File: config.mk
export PLATFORM = sky130hd
export DESIGN_NAME = mem_port_arbiter
export DESIGN_NICKNAME = d
export VERILOG_FILES = /design/src/rtl/cpu_mem_pkg.sv /design/src/rtl/mem_port_arbiter.sv
export SDC_FILE = /design/constraint.sdc
export NUM_CORES = 1
export LEC_CHECK = 0
export ABC_AREA = 1
export BUFFER_PORTS_ARGS = -buffer_cell sky130_fd_sc_hd__buf_2
export CAP_MARGIN = 20
export CORE_AREA = 2 2 145 76
export DETAILED_ROUTE_END_ITERATION = 7
export DIE_AREA = 0 0 147 78
export PLACE_DENSITY = 0.87
export SLEW_MARGIN = 10
export SYNTH_ARGS = -nofsm -noshare
export SYNTH_HDL_FRONTEND = slang
export SYNTH_SLANG_ARGS = --single-unit
File: constraint.sdc
create_clock -name clk -period 4.2 [get_ports clk]
set_clock_uncertainty 0.15 [all_clocks]
set_input_delay 0.42 -clock clk [delete_from_list [all_inputs] [get_ports clk]]
set_output_delay 0.42 -clock clk [all_outputs]
set_load 0.005 [all_outputs]
File: src/rtl/cpu_mem_pkg.sv
// Shared types for the CPU memory-port arbiter.
//   arb_state_t : arbiter FSM state (idle / second beat of a word access)
//   owner_t     : requester owning the read data returning this cycle
package cpu_mem_pkg;

  localparam int unsigned HALF_W = 16;
  localparam int unsigned WORD_W = 32;

  typedef enum logic {
    ARB_IDLE    = 1'b0,
    ARB_WORD_HI = 1'b1
  } arb_state_t;

  typedef enum logic [1:0] {
    OWN_NONE = 2'd0,
    OWN_IF   = 2'd1,
    OWN_D    = 2'd2
  } owner_t;

endpackage

File: src/rtl/mem_port_arbiter.sv
// Shares a single-port 16-bit synchronous memory between instruction fetch and
// the data load/store port. Word data accesses are split into two halfword beats
// (low half first). Data wins arbitration unless fetch has been starved for
// STARVE_LIMIT consecutive data grants.
// Ports:
//   clk, rst                      clock, async active-high reset
//   if_req/if_addr                fetch request (held until if_gnt)
//   if_gnt/if_rvalid/if_rdata     fetch grant, read data valid one cycle later
//   d_req/d_we/d_word/d_addr/d_wdata  data request (held until d_gnt)
//   d_gnt/d_ack/d_err/d_rdata     data grant, completion, misalignment error, read data
//   mem_en/mem_rd_en/mem_wr_en/mem_addr/mem_din/mem_dout  memory command port
module mem_port_arbiter
  import cpu_mem_pkg::*;
#(
  parameter int unsigned MEM_DEPTH    = 4096,
  parameter int unsigned ADDR_WIDTH   = $clog2(MEM_DEPTH),
  parameter int unsigned STARVE_LIMIT = 4
) (
  input  logic                  clk,
  input  logic                  rst,
  input  logic                  if_req,
  input  logic [ADDR_WIDTH-1:0] if_addr,
  output logic                  if_gnt,
  output logic                  if_rvalid,
  output logic [HALF_W-1:0]     if_rdata,
  input  logic                  d_req,
  input  logic                  d_we,
  input  logic                  d_word,
  input  logic [ADDR_WIDTH-1:0] d_addr,
  input  logic [WORD_W-1:0]     d_wdata,
  output logic                  d_gnt,
  output logic                  d_ack,
  output logic                  d_err,
  output logic [WORD_W-1:0]     d_rdata,
  output logic                  mem_en,
  output logic                  mem_rd_en,
  output logic                  mem_wr_en,
  output logic [ADDR_WIDTH-1:0] mem_addr,
  output logic [HALF_W-1:0]     mem_din,
  input  logic [HALF_W-1:0]     mem_dout
);

  localparam int unsigned STARVE_W = $clog2(STARVE_LIMIT + 1);

  arb_state_t            state_q, state_d;
  owner_t                owner_q, owner_d;
  logic                  d_ack_q, d_ack_d;
  logic [ADDR_WIDTH-1:0] addr_q, addr_d;          // address of the second beat
  logic                  we_q, we_d;
  logic                  word_q, word_d;
  logic [HALF_W-1:0]     wdata_hi_q, wdata_hi_d;
  logic [HALF_W-1:0]     lo_q, lo_d;
  logic [STARVE_W-1:0]   starve_q, starve_d;
  logic [WORD_W-1:0]     d_rdata_q, d_rdata_d;

  logic                  rd_ack;
  logic [WORD_W-1:0]     rd_data;

  // Arbitration and memory command decode; everything idle while in reset.
  always_comb begin
    if_gnt    = 1'b0;
    d_gnt     = 1'b0;
    d_err     = 1'b0;
    mem_en    = 1'b0;
    mem_rd_en = 1'b0;
    mem_wr_en = 1'b0;
    mem_addr  = '0;
    mem_din   = '0;
    if (!rst) begin
      case (state_q)
        ARB_IDLE: begin
          if (if_req && (!d_req || starve_q == STARVE_W'(STARVE_LIMIT))) begin
            if_gnt    = 1'b1;
            mem_en    = 1'b1;
            mem_rd_en = 1'b1;
            mem_addr  = if_addr;
          end else if (d_req) begin
            d_gnt = 1'b1;
            if (d_word && d_addr[0]) begin
              d_err = 1'b1;
            end else begin
              mem_en    = 1'b1;
              mem_rd_en = !d_we;
              mem_wr_en = d_we;
              mem_addr  = d_addr;
              if (d_we) mem_din = d_wdata[HALF_W-1:0];
            end
          end
        end
        ARB_WORD_HI: begin
          mem_en    = 1'b1;
          mem_rd_en = !we_q;
          mem_wr_en = we_q;
          mem_addr  = addr_q;
          if (we_q) mem_din = wdata_hi_q;
        end
        default: ;
      endcase
    end
  end

  // Read data for the current ack: word reads join the captured low half.
  assign rd_ack  = d_ack_q && (owner_q == OWN_D);
  assign rd_data = word_q ? {mem_dout, lo_q} : {HALF_W'(0), mem_dout};

  // Next-state, request latching, completion tracking and starvation counter.
  always_comb begin
    state_d    = state_q;
    owner_d    = OWN_NONE;
    d_ack_d    = 1'b0;
    addr_d     = addr_q;
    we_d       = we_q;
    word_d     = word_q;
    wdata_hi_d = wdata_hi_q;
    lo_d       = lo_q;
    starve_d   = starve_q;
    d_rdata_d  = rd_ack ? rd_data : d_rdata_q;

    if (if_gnt) owner_d = OWN_IF;

    if (d_gnt && !d_err) begin
      we_d       = d_we;
      word_d     = d_word;
      addr_d     = d_addr + ADDR_WIDTH'(1);
      wdata_hi_d = d_wdata[WORD_W-1:HALF_W];
      if (d_word) begin
        state_d = ARB_WORD_HI;
      end else begin
        d_ack_d = 1'b1;
        if (!d_we) owner_d = OWN_D;
      end
    end

    // Second beat: the first beat's read data arrives now.
    if (state_q == ARB_WORD_HI) begin
      state_d = ARB_IDLE;
      d_ack_d = 1'b1;
      if (!we_q) begin
        owner_d = OWN_D;
        lo_d    = mem_dout;
      end
    end

    if (!if_req || if_gnt) begin
      starve_d = '0;
    end else if (d_gnt && starve_q != STARVE_W'(STARVE_LIMIT)) begin
      starve_d = starve_q + STARVE_W'(1);
    end
  end

  always_ff @(posedge clk or posedge rst) begin
    if (rst) begin
      state_q    <= ARB_IDLE;
      owner_q    <= OWN_NONE;
      d_ack_q    <= 1'b0;
      addr_q     <= '0;
      we_q       <= 1'b0;
      word_q     <= 1'b0;
      wdata_hi_q <= '0;
      lo_q       <= '0;
      starve_q   <= '0;
      d_rdata_q  <= '0;
    end else begin
      state_q    <= state_d;
      owner_q    <= owner_d;
      d_ack_q    <= d_ack_d;
      addr_q     <= addr_d;
      we_q       <= we_d;
      word_q     <= word_d;
      wdata_hi_q <= wdata_hi_d;
      lo_q       <= lo_d;
      starve_q   <= starve_d;
      d_rdata_q  <= d_rdata_d;
    end
  end

  assign if_rvalid = (owner_q == OWN_IF);
  assign if_rdata  = if_rvalid ? mem_dout : '0;
  assign d_ack     = d_ack_q;
  assign d_rdata   = d_rdata_d;

endmodule
Yosys cells after proc, flatten, opt, wreduce, memory -nomap -nowiden
Index checks and enable logic that the tools add are counted.
W data, S select, Z words.
{"block": "word_totals", "input_bits": 78, "out_inout_bits": 84, "ff_bits": 85, "elab_cells": 88}
{"block": "classes", "n_eq_ne": 4, "mux": 56, "n_reduce_logical": 14, "add_sub_neg": 2, "n_bitwise": 2}
{"op": "$mux W16", "n": 7}
{"op": "$mux W32", "n": 2}
{"op": "$mux W12", "n": 4}
{"op": "$pmux W16 S2", "n": 1}
{"op": "$mux W1", "n": 31}
{"op": "$pmux W12 S2", "n": 1}
{"op": "$add A12 B1 Y12 const B", "n": 1}
{"op": "$mux W2", "n": 5}
{"op": "$mux W3", "n": 2}
{"op": "$pmux W1 S2", "n": 3}
{"op": "$logic_and A1 B1 Y1", "n": 5}
{"op": "$logic_not A1 Y1", "n": 5}
{"op": "$add A3 B1 Y3 const B", "n": 1}
{"op": "$eq A3 B3 Y1 const B", "n": 1}
{"op": "$ne A3 B3 Y1 const B", "n": 1}
{"op": "$eq A2 B1 Y1 const B", "n": 1}
{"op": "$eq A2 B2 Y1 const B", "n": 1}
{"op": "$logic_or A1 B1 Y1", "n": 2}
{"op": "$not A1 Y1", "n": 2}
{"op": "$reduce_and A2 Y1", "n": 1}
{"op": "$reduce_bool A2 Y1", "n": 1}

Depth between registers and ports, before layout
Gate-level depths: netlist (run 1).
{"block": "logic_depth", "depth_word": 12, "ltp_mapped": 10, "depth_no_buf": 9}

Worst setup path before layout (run 1)
No wires, ideal clock.
{"block": "synth_path", "path_type": "input port to output port", "startpoint": "input rst", "endpoint": "output mem_addr[10]", "t_arrival_ns": 3.568, "stages": 5, "slack_ns": 0.062, "path_buffers": 2, "t_required_ns": 3.630, "cell_sequence": "buf_6 > clkinv_2 > clkbuf_1 > nand2_1 > nand2_1"}
{"block": "synth_between", "elab_chain_cells": 1}
{"item": "from (decl)", "line": "mem_port_arbiter.sv:20", "text": "input logic rst,"}
{"item": "$mux W12", "line": "mem_port_arbiter.sv:69", "text": "if (!rst) begin"}
{"item": "to (decl)", "line": "mem_port_arbiter.sv:38", "text": "output logic [ADDR_WIDTH-1:0] mem_addr,"}
Every way passes these cells.

Worst setup path in the final report (run 1)
{"block": "layout_path", "startpoint": "register starve_q[0]", "endpoint": "output mem_rd_en"}
{"block": "layout_between", "elab_chain_cells": 6}
{"item": "from (decl)", "line": "mem_port_arbiter.sv:53", "text": "logic [STARVE_W-1:0] starve_q, starve_d;"}
{"item": "from (signal assigned)", "line": "mem_port_arbiter.sv:172", "text": "starve_q <= starve_d;"}
{"item": "$eq A3 B3 Y1", "line": "mem_port_arbiter.sv:72", "text": "if (if_req && (!d_req || starve_q == STARVE_W'(STARVE_LIMIT))) begin"}
{"item": "$logic_or A1 B1 Y1", "line": "mem_port_arbiter.sv:72"}
{"item": "$logic_and A1 B1 Y1", "line": "mem_port_arbiter.sv:72"}
{"item": "$mux W1", "line": "mem_port_arbiter.sv:72"}
{"item": "$pmux W1 S2", "line": "mem_port_arbiter.sv:70", "text": "case (state_q)"}
{"item": "$mux W1", "line": "mem_port_arbiter.sv:69"}
{"item": "to (decl)", "line": "mem_port_arbiter.sv:36", "text": "output logic mem_rd_en,"}
Every way passes these cells.

==> results.py, run 1 <==
metrics = {
    "status": {
        "status": "finished clean",
    },
    "grt": {
        "gr-usage-met3_pct": 4.24,
        "grt_max_degree": 59,
        "grt_overflow": 0,
        "grt_use_met1_pct": 28.0,
        "met2_usage_pct": 37.0,
        "grt_usage_pct": 21.7,
        "grt_busiest_layer": "met2",
        "antenna_found_initial": 0,
        "grt_pass1_vias": 4106,
        "grt_pass1_wl_microns": 20000,
    },
    "layout": {
        "syn_to_final_growth_pct": 24.3,
        "design_area_sq_um": 5630,
        "nFillCells": 953,
        "drive_gt1_share_pct": 25.6,
        "antenna_cells": 0,
        "nNetsFinal": 830,
    },
    "detailed_routing": {
        "vias_per_cell": 5.12,
        "vias": 4575,
        "dr.pass1.iters": 5,
        "wl_per_cell_microns": 14.0,
        "antenna_left": 0,
        "drc_errors": 0,
        "drt_iter0_markers": 245,
        "wl_microns": 12500,
    },
    "setup_path": {
        "reg2reg_depth": 5,
        "crit_type": "reg2out",
        "start_kind": "flip-flop",
        "cp_data_required_time_ns": 3.63,
        "r2r_start": "state_q$_DFF_PP0_",
        "arrival_ns": 2.81,
        "rr_endpoint": "addr_q[7]$_DFFE_PP0N_",
        "cp-end-kind": "primary output",
        "r2r_slack_ns": 1.64,
        "crit_fanout": 20,
    },
    "synthesis": {
        "ys_ff_latch": 85,
        "synth.cell_area_sq_um": 4530,
        "syn_avg_cell_area_sq_um": 7.41,
        "syn-num-nets": 693,
        "synthCells": 612,
        "ys.warnings.count": 0,
        "synth_cell_types": 28,
        "yosysSeqAreaShare_pct": 46.9,
    },
    "power_and_ir_drop": {
        "pwr_density_cell_nw_per_um2": 421,
        "p_clk_share_pct": 33.0,
        "switchingPower_mw": 0.749,
        "seqPwrFrac_pct": 45.1,
        "comb_power_share_pct": 21.8,
        "switching_share_pct": 31.6,
        "intPower_mw": 1.62,
        "vdd_drop_max_mv": 0.209,
        "leakage_nw": 3.11,
        "p_total_mw": 2.37,
    },
    "worst_hold_path": {
        "min-delay-path-class": "in2reg",
        "hold_path_depth": 3,
        "hold_start": "d_wdata[17]",
        "hold_end": "wdata_hi_q[1]$_DFFE_PP0N_",
    },
    "floorplanning": {
        "die_h_microns": 78,
        "core_area_sq_um": 10100,
        "die-area_sq_um": 11500,
        "placementRows": 26,
        "initial_core_util_pct": 45.0,
        "die_x_microns": 147,
        "top_level_ports": 162,
    },
    "clock_network": {
        "clk_pin_slew_ns": 0.07,
        "numCtsBuffers": 9,
        "postCtsHoldBufs": 0,
        "htreeDepth": 3,
        "cts_tree": "built",
        "post-cts-setup-buffers": 0,
        "root_buffer": "clkbuf_16",
        "cts_buffer_depth": 2,
        "post_cts_resized": 0,
        "clk_latency_ns": 0.33,
        "cts_sinks": 85,
    },
    "sta": {
        "setup_viol_count_final": 0,
        "setup_ws_ns": 0.822,
        "drv_slew": 0,
        "rsz0062_at_grt": "no",
        "tightest_slew_ns": 0.996,
        "finalSetupTns_ns": 0,
        "hold_ws_ns": 0.127,
        "layout_min_cycle_time_ns": 3.38,
        "period_share_pct": 80.4,
        "fmax_mhz": 296,
        "hold_violations": 0,
        "max-slew-margin-rel_pct": 33.4,
    },
    "placement": {
        "pre_cts_ws_ns": 1.26,
        "placed_area_sq_um": 5320,
        "portBuffers": 161,
        "dp_hpwl_microns": 8690,
        "gp_congestion": 0.882,
    },
    "run": {
        "max_cap_viol_count": 0,
    },
}
worst max-delay path by stage:
stage	start	end	slack [ns]	cells past startpoint
after floorplan	rst	mem_addr[10]	1.51	5
after global placement	starve_q[0]$_DFFE_PP0P_	mem_addr[9]	1.39	10
after detailed placement	starve_q[1]$_DFFE_PP0P_	mem_rd_en	1.26	9
after CTS	starve_q[1]$_DFFE_PP0P_	mem_rd_en	0.89	9
after global routing	starve_q[0]$_DFFE_PP0P_	mem_addr[4]	0.57	10
final	starve_q[0]$_DFFE_PP0P_	mem_rd_en	0.82	9
power by group through the flow:
stage | combinational (mW) | sequential [mW] | clock [mW]
2_1_floorplan | 0.325 | 1.06 | 0
3_3_place_gp | 0.498 | 1.07 | 0
3_5_place_dp | 0.517 | 1.08 | 0
4_1_cts | 0.520 | 1.07 | 0.807
5_1_grt | 0.594 | 1.09 | 0.851
6_report | 0.518 | 1.07 | 0.783
cell usage after synthesis, drive strengths merged:
cell | instances | area (sq um)
nand2 | 207 | 797
dfrtp | 85 | 2130
nor2 | 63 | 262
a21oi | 54 | 270
o21ai | 54 | 270
inv | 43 | 161
nand3 | 35 | 175
buf | 27 | 174
nand4 | 21 | 131
clkbuf | 11 | 42.5
ha | 3 | 37.5
nor3 | 2 | 21.3
xnor2 | 2 | 17.5
xor2 | 2 | 17.5
clkinv | 1 | 5.00
o21bai | 1 | 18.8
or2 | 1 | 6.26
logic make-up (layout without fill, tap and decap cells):
| group | after synthesis | count (layout) | share of synthesized area [%] |
|---|---|---|---|
| xor+xnor | 4 | 4 | 0.773 |
| simple gates | 329 | 329 | 30.7 |
| fa+ha+maj | 3 | 3 | 0.828 |
| flops | 85 | 85 | 46.9 |
| compound gates | 109 | 109 | 12.3 |
| buf+inv | 82 | 224 | 8.44 |
state kept, by name (all words and copies together), names as in the netlist:
| name | flops |
|---|---|
| starve_q | 3 |
| addr_q | 12 |
| word_q | 1 |
| state_q | 1 |
| we_q | 1 |
| d_rdata_q | 32 |
| owner_q | 2 |
| wdata_hi_q | 16 |
| lo_q | 16 |
| d_ack | 1 |
area by class of cell:
| type | instances | area (sq um) | area share [%] |
|---|---|---|---|
| sequential | 85 | 2130 | 37.8 |
| multi-input combinational | 445 | 2030 | 36.1 |
| timing repair buffer | 164 | 836 | 14.8 |
| clock buffer | 9 | 225 | 4.00 |
| tap | 140 | 175 | 3.11 |
| inverter | 44 | 168 | 2.98 |
| clock inverter | 7 | 71.3 | 1.27 |
stage by stage:
step | instances | utilization, %
detailed placement | 877 | 52.8
floorplan | 612 | -
CTS | 893 | 55.7
global route | 894 | 55.9
finish | 894 | 55.9
global placement | 877 | 52.8
placed cells by master (no fill, tap or decap), types with 2 or more instances in the layout:
cell type | netlist | layout
nand2_1 | 203 | 203
buf_2 | 13 | 161
dfrtp_1 | 85 | 85
nor2_1 | 59 | 58
a21oi_1 | 54 | 54
inv_1 | 42 | 42
o21ai_0 | 38 | 38
nand3_1 | 35 | 35
nand4_1 | 21 | 21
o21ai_1 | 16 | 16
clkbuf_16 | 0 | 9
nor2_4 | 3 | 4
inv_8 | 0 | 4
ha_1 | 3 | 3
nand2_4 | 2 | 2
nand2_2 | 2 | 2
xor2_1 | 2 | 2
xnor2_1 | 2 | 2
clkinv_4 | 0 | 2
buf_4 | 5 | 2
worst max-delay path: stages (launching register included):
cell     delay [ns]
dfrtp_1        0.35
inv_1          0.07
ha_1           0.21
nand2_2        0.10
nand2_1        0.10
nand2_1        0.61
nand2_1        0.47
o21ai_0        0.36
nor2_1         0.08
buf_2          0.13
routing by layer:
metal  wire (microns)  part of all wire, %  vias up
met5                0                    0        -
met1             5340                   43     2147
met3              723                  5.8       17
li1                 -                    -     2252
met2             6250                   50      159
met4              178                  1.4        0
Note: power is estimated with default switching activity, not from simulation.
==> inputs of run 2 (changes only) <==
clock period = 2.85 ns   (was 4.2 ns; I/O delays follow)
==> run 2 against run 1 <==
Sequential power is 47% higher. Worst setup slack worse by 0.60 ns. Critical path depth is 4 lower.
==> results.py, run 2 (same netlist as run 1, synthesis figures left out) <==
metrics = {
    "sta": {
        "rsz0062_at_grt": "no",
        "period_share_pct": 92.3,
        "hold_violations": 0,
        "finalSetupTns_ns": 0,
        "layout_min_cycle_time_ns": 2.63,
        "fmax_mhz": 380,
        "setup_viol_count_final": 0,
        "drv_slew": 0,
        "max-slew-margin-rel_pct": 48.0,
        "hold_ws_ns": 0.0122,
        "setup_ws_ns": 0.219,
        "tightest_slew_ns": 0.780,
    },
    "run": {
        "max_cap_viol_count": 0,
    },
    "setup_path": {
        "rr_endpoint": "wdata_hi_q[7]$_DFFE_PP0N_",
        "arrival_ns": 2.20,
        "cp-end-kind": "primary output",
        "r2r_slack_ns": 0.59,
        "crit_type": "reg2out",
        "reg2reg_depth": 6,
        "crit_fanout": 16,
        "r2r_start": "state_q$_DFF_PP0_",
        "start_kind": "flip-flop",
        "cp_data_required_time_ns": 2.41,
    },
    "power_and_ir_drop": {
        "vdd_drop_max_mv": 0.296,
        "pwr_density_cell_nw_per_um2": 609,
        "p_total_mw": 3.56,
        "leakage_nw": 3.21,
    },
    "clock_network": {
        "htreeDepth": 3,
        "root_buffer": "clkbuf_16",
        "cts_tree": "built",
        "clk_latency_ns": 0.33,
        "cts_buffer_depth": 2,
        "numCtsBuffers": 9,
        "cts_sinks": 85,
        "clk_pin_slew_ns": 0.06,
        "post-cts-setup-buffers": 0,
    },
    "grt": {
        "antenna_found_initial": 0,
        "grt_usage_pct": 22.5,
        "grt_pass1_vias": 4307,
        "grt_overflow": 0,
        "grt_max_degree": 62,
        "grt_pass1_wl_microns": 20600,
    },
    "detailed_routing": {
        "vias_per_cell": 5.10,
        "dr.pass1.iters": 6,
        "wl_microns": 12800,
        "antenna_left": 0,
        "vias": 4664,
        "wl_per_cell_microns": 14.0,
        "drc_errors": 0,
        "drt_iter0_markers": 312,
    },
    "placement": {
        "portBuffers": 161,
        "dp_hpwl_microns": 8880,
        "pre_cts_ws_ns": 0.387,
        "gp_congestion": 0.888,
        "placed_area_sq_um": 5380,
        "dp_cells": 884,
    },
    "worst_hold_path": {
        "hold_end": "wdata_hi_q[6]$_DFFE_PP0N_",
        "hold_path_depth": 3,
        "min-delay-path-class": "in2reg",
        "hold_start": "d_wdata[22]",
    },
    "layout": {
        "finish.utilization_pct": 57.9,
        "final_cell_mix": "nand2_1 (201), buf_2 (161), dfrtp_1 (85), nor2_1 (58), a21oi_1 (54)",
        "syn_to_final_growth_pct": 28.8,
        "final_common_cell": "nand2_1",
        "final-seq-area_sq_um": 2130,
        "design_area_sq_um": 5840,
        "largest_register": "d_rdata_q",
        "stdcell_count": 915,
        "nFillCells": 896,
        "largest_reg_flops": 32,
        "drive_gt1_share_pct": 25.9,
        "antenna_cells": 0,
        "reg_top3": "d_rdata_q x32, lo_q x16, wdata_hi_q x16",
        "nNetsFinal": 851,
        "multi_input_area_sq_um": 2040,
    },
    "status": {
        "status": "finished clean",
    },
    "floorplanning": {
        "core_area_sq_um": 10100,
        "die-area_sq_um": 11500,
        "placementRows": 26,
        "die_h_microns": 78,
        "initial_core_util_pct": 45.0,
        "die_x_microns": 147,
        "top_level_ports": 162,
    },
}
## run 2: changes by cell type in the layout (fill, tap and decap cells not counted), sizes merged
cell,delta
inv,-3
clkinv,+2
buf,+6
dlygate4sd3,+15
bufinv,+1
## run 2: area by class of cell
| class | count | area share [%] |
|---|---|---|
| Inverter | 44 | 2.87 |
| Multi-Input combinational cell | 445 | 34.9 |
| Clock inverter | 7 | 1.44 |
| Sequential cell | 85 | 36.4 |
| Timing Repair Buffer | 185 | 17.5 |
| Clock buffer | 9 | 3.86 |
| Tap cell | 140 | 3.00 |
## run 2: where the power goes
part / switching [mW] / internal, mW
clock: 0.506 / 0.694
combinational: 0.462 / 0.328
sequential: 0.108 / 1.46
total: 1.08 / 2.48
## run 2: repair_timing
item	in CTS	in global routing
resized for setup	0	2
setup endpoints to repair	0	14
hold endpoints to repair	17	0
hold buffers	15	0
## run 2: critical path: stages (launching register included)
cell and delay (ns):
dfrtp_1 0.69, nand2_1 0.24, inv_1 0.41, nand2_1 0.14, a21oi_1 0.23, buf_2 0.15
## run 2: metal layers
metal  track usage (%)  share of wire (%)  wire [microns]  vias up
met4              9.62                3.2             408        0
met1              28.1                 43            5450     2119
met3              5.06                6.9             878       45
li1                  -                  -               -     2277
met2              38.1                 47            6060      223
met5                 0                  0               0        -
## run 2: worst max-delay path by stage
| stage | from | slack (ns) | depth (start not counted) | end |
|---|---|---|---|---|
| after floorplan | rst | 0.43 | 5 | mem_addr[10] |
| after global placement | starve_q[0]$_DFFE_PP0P_ | 0.51 | 10 | mem_addr[9] |
| after detailed placement | starve_q[0]$_DFFE_PP0P_ | 0.39 | 10 | mem_addr[6] |
| after CTS | starve_q[0]$_DFFE_PP0P_ | 0.03 | 10 | mem_addr[6] |
| after global routing | state_q$_DFF_PP0_ | 0.07 | 5 | mem_din[7] |
| final | state_q$_DFF_PP0_ | 0.22 | 5 | mem_din[7] |
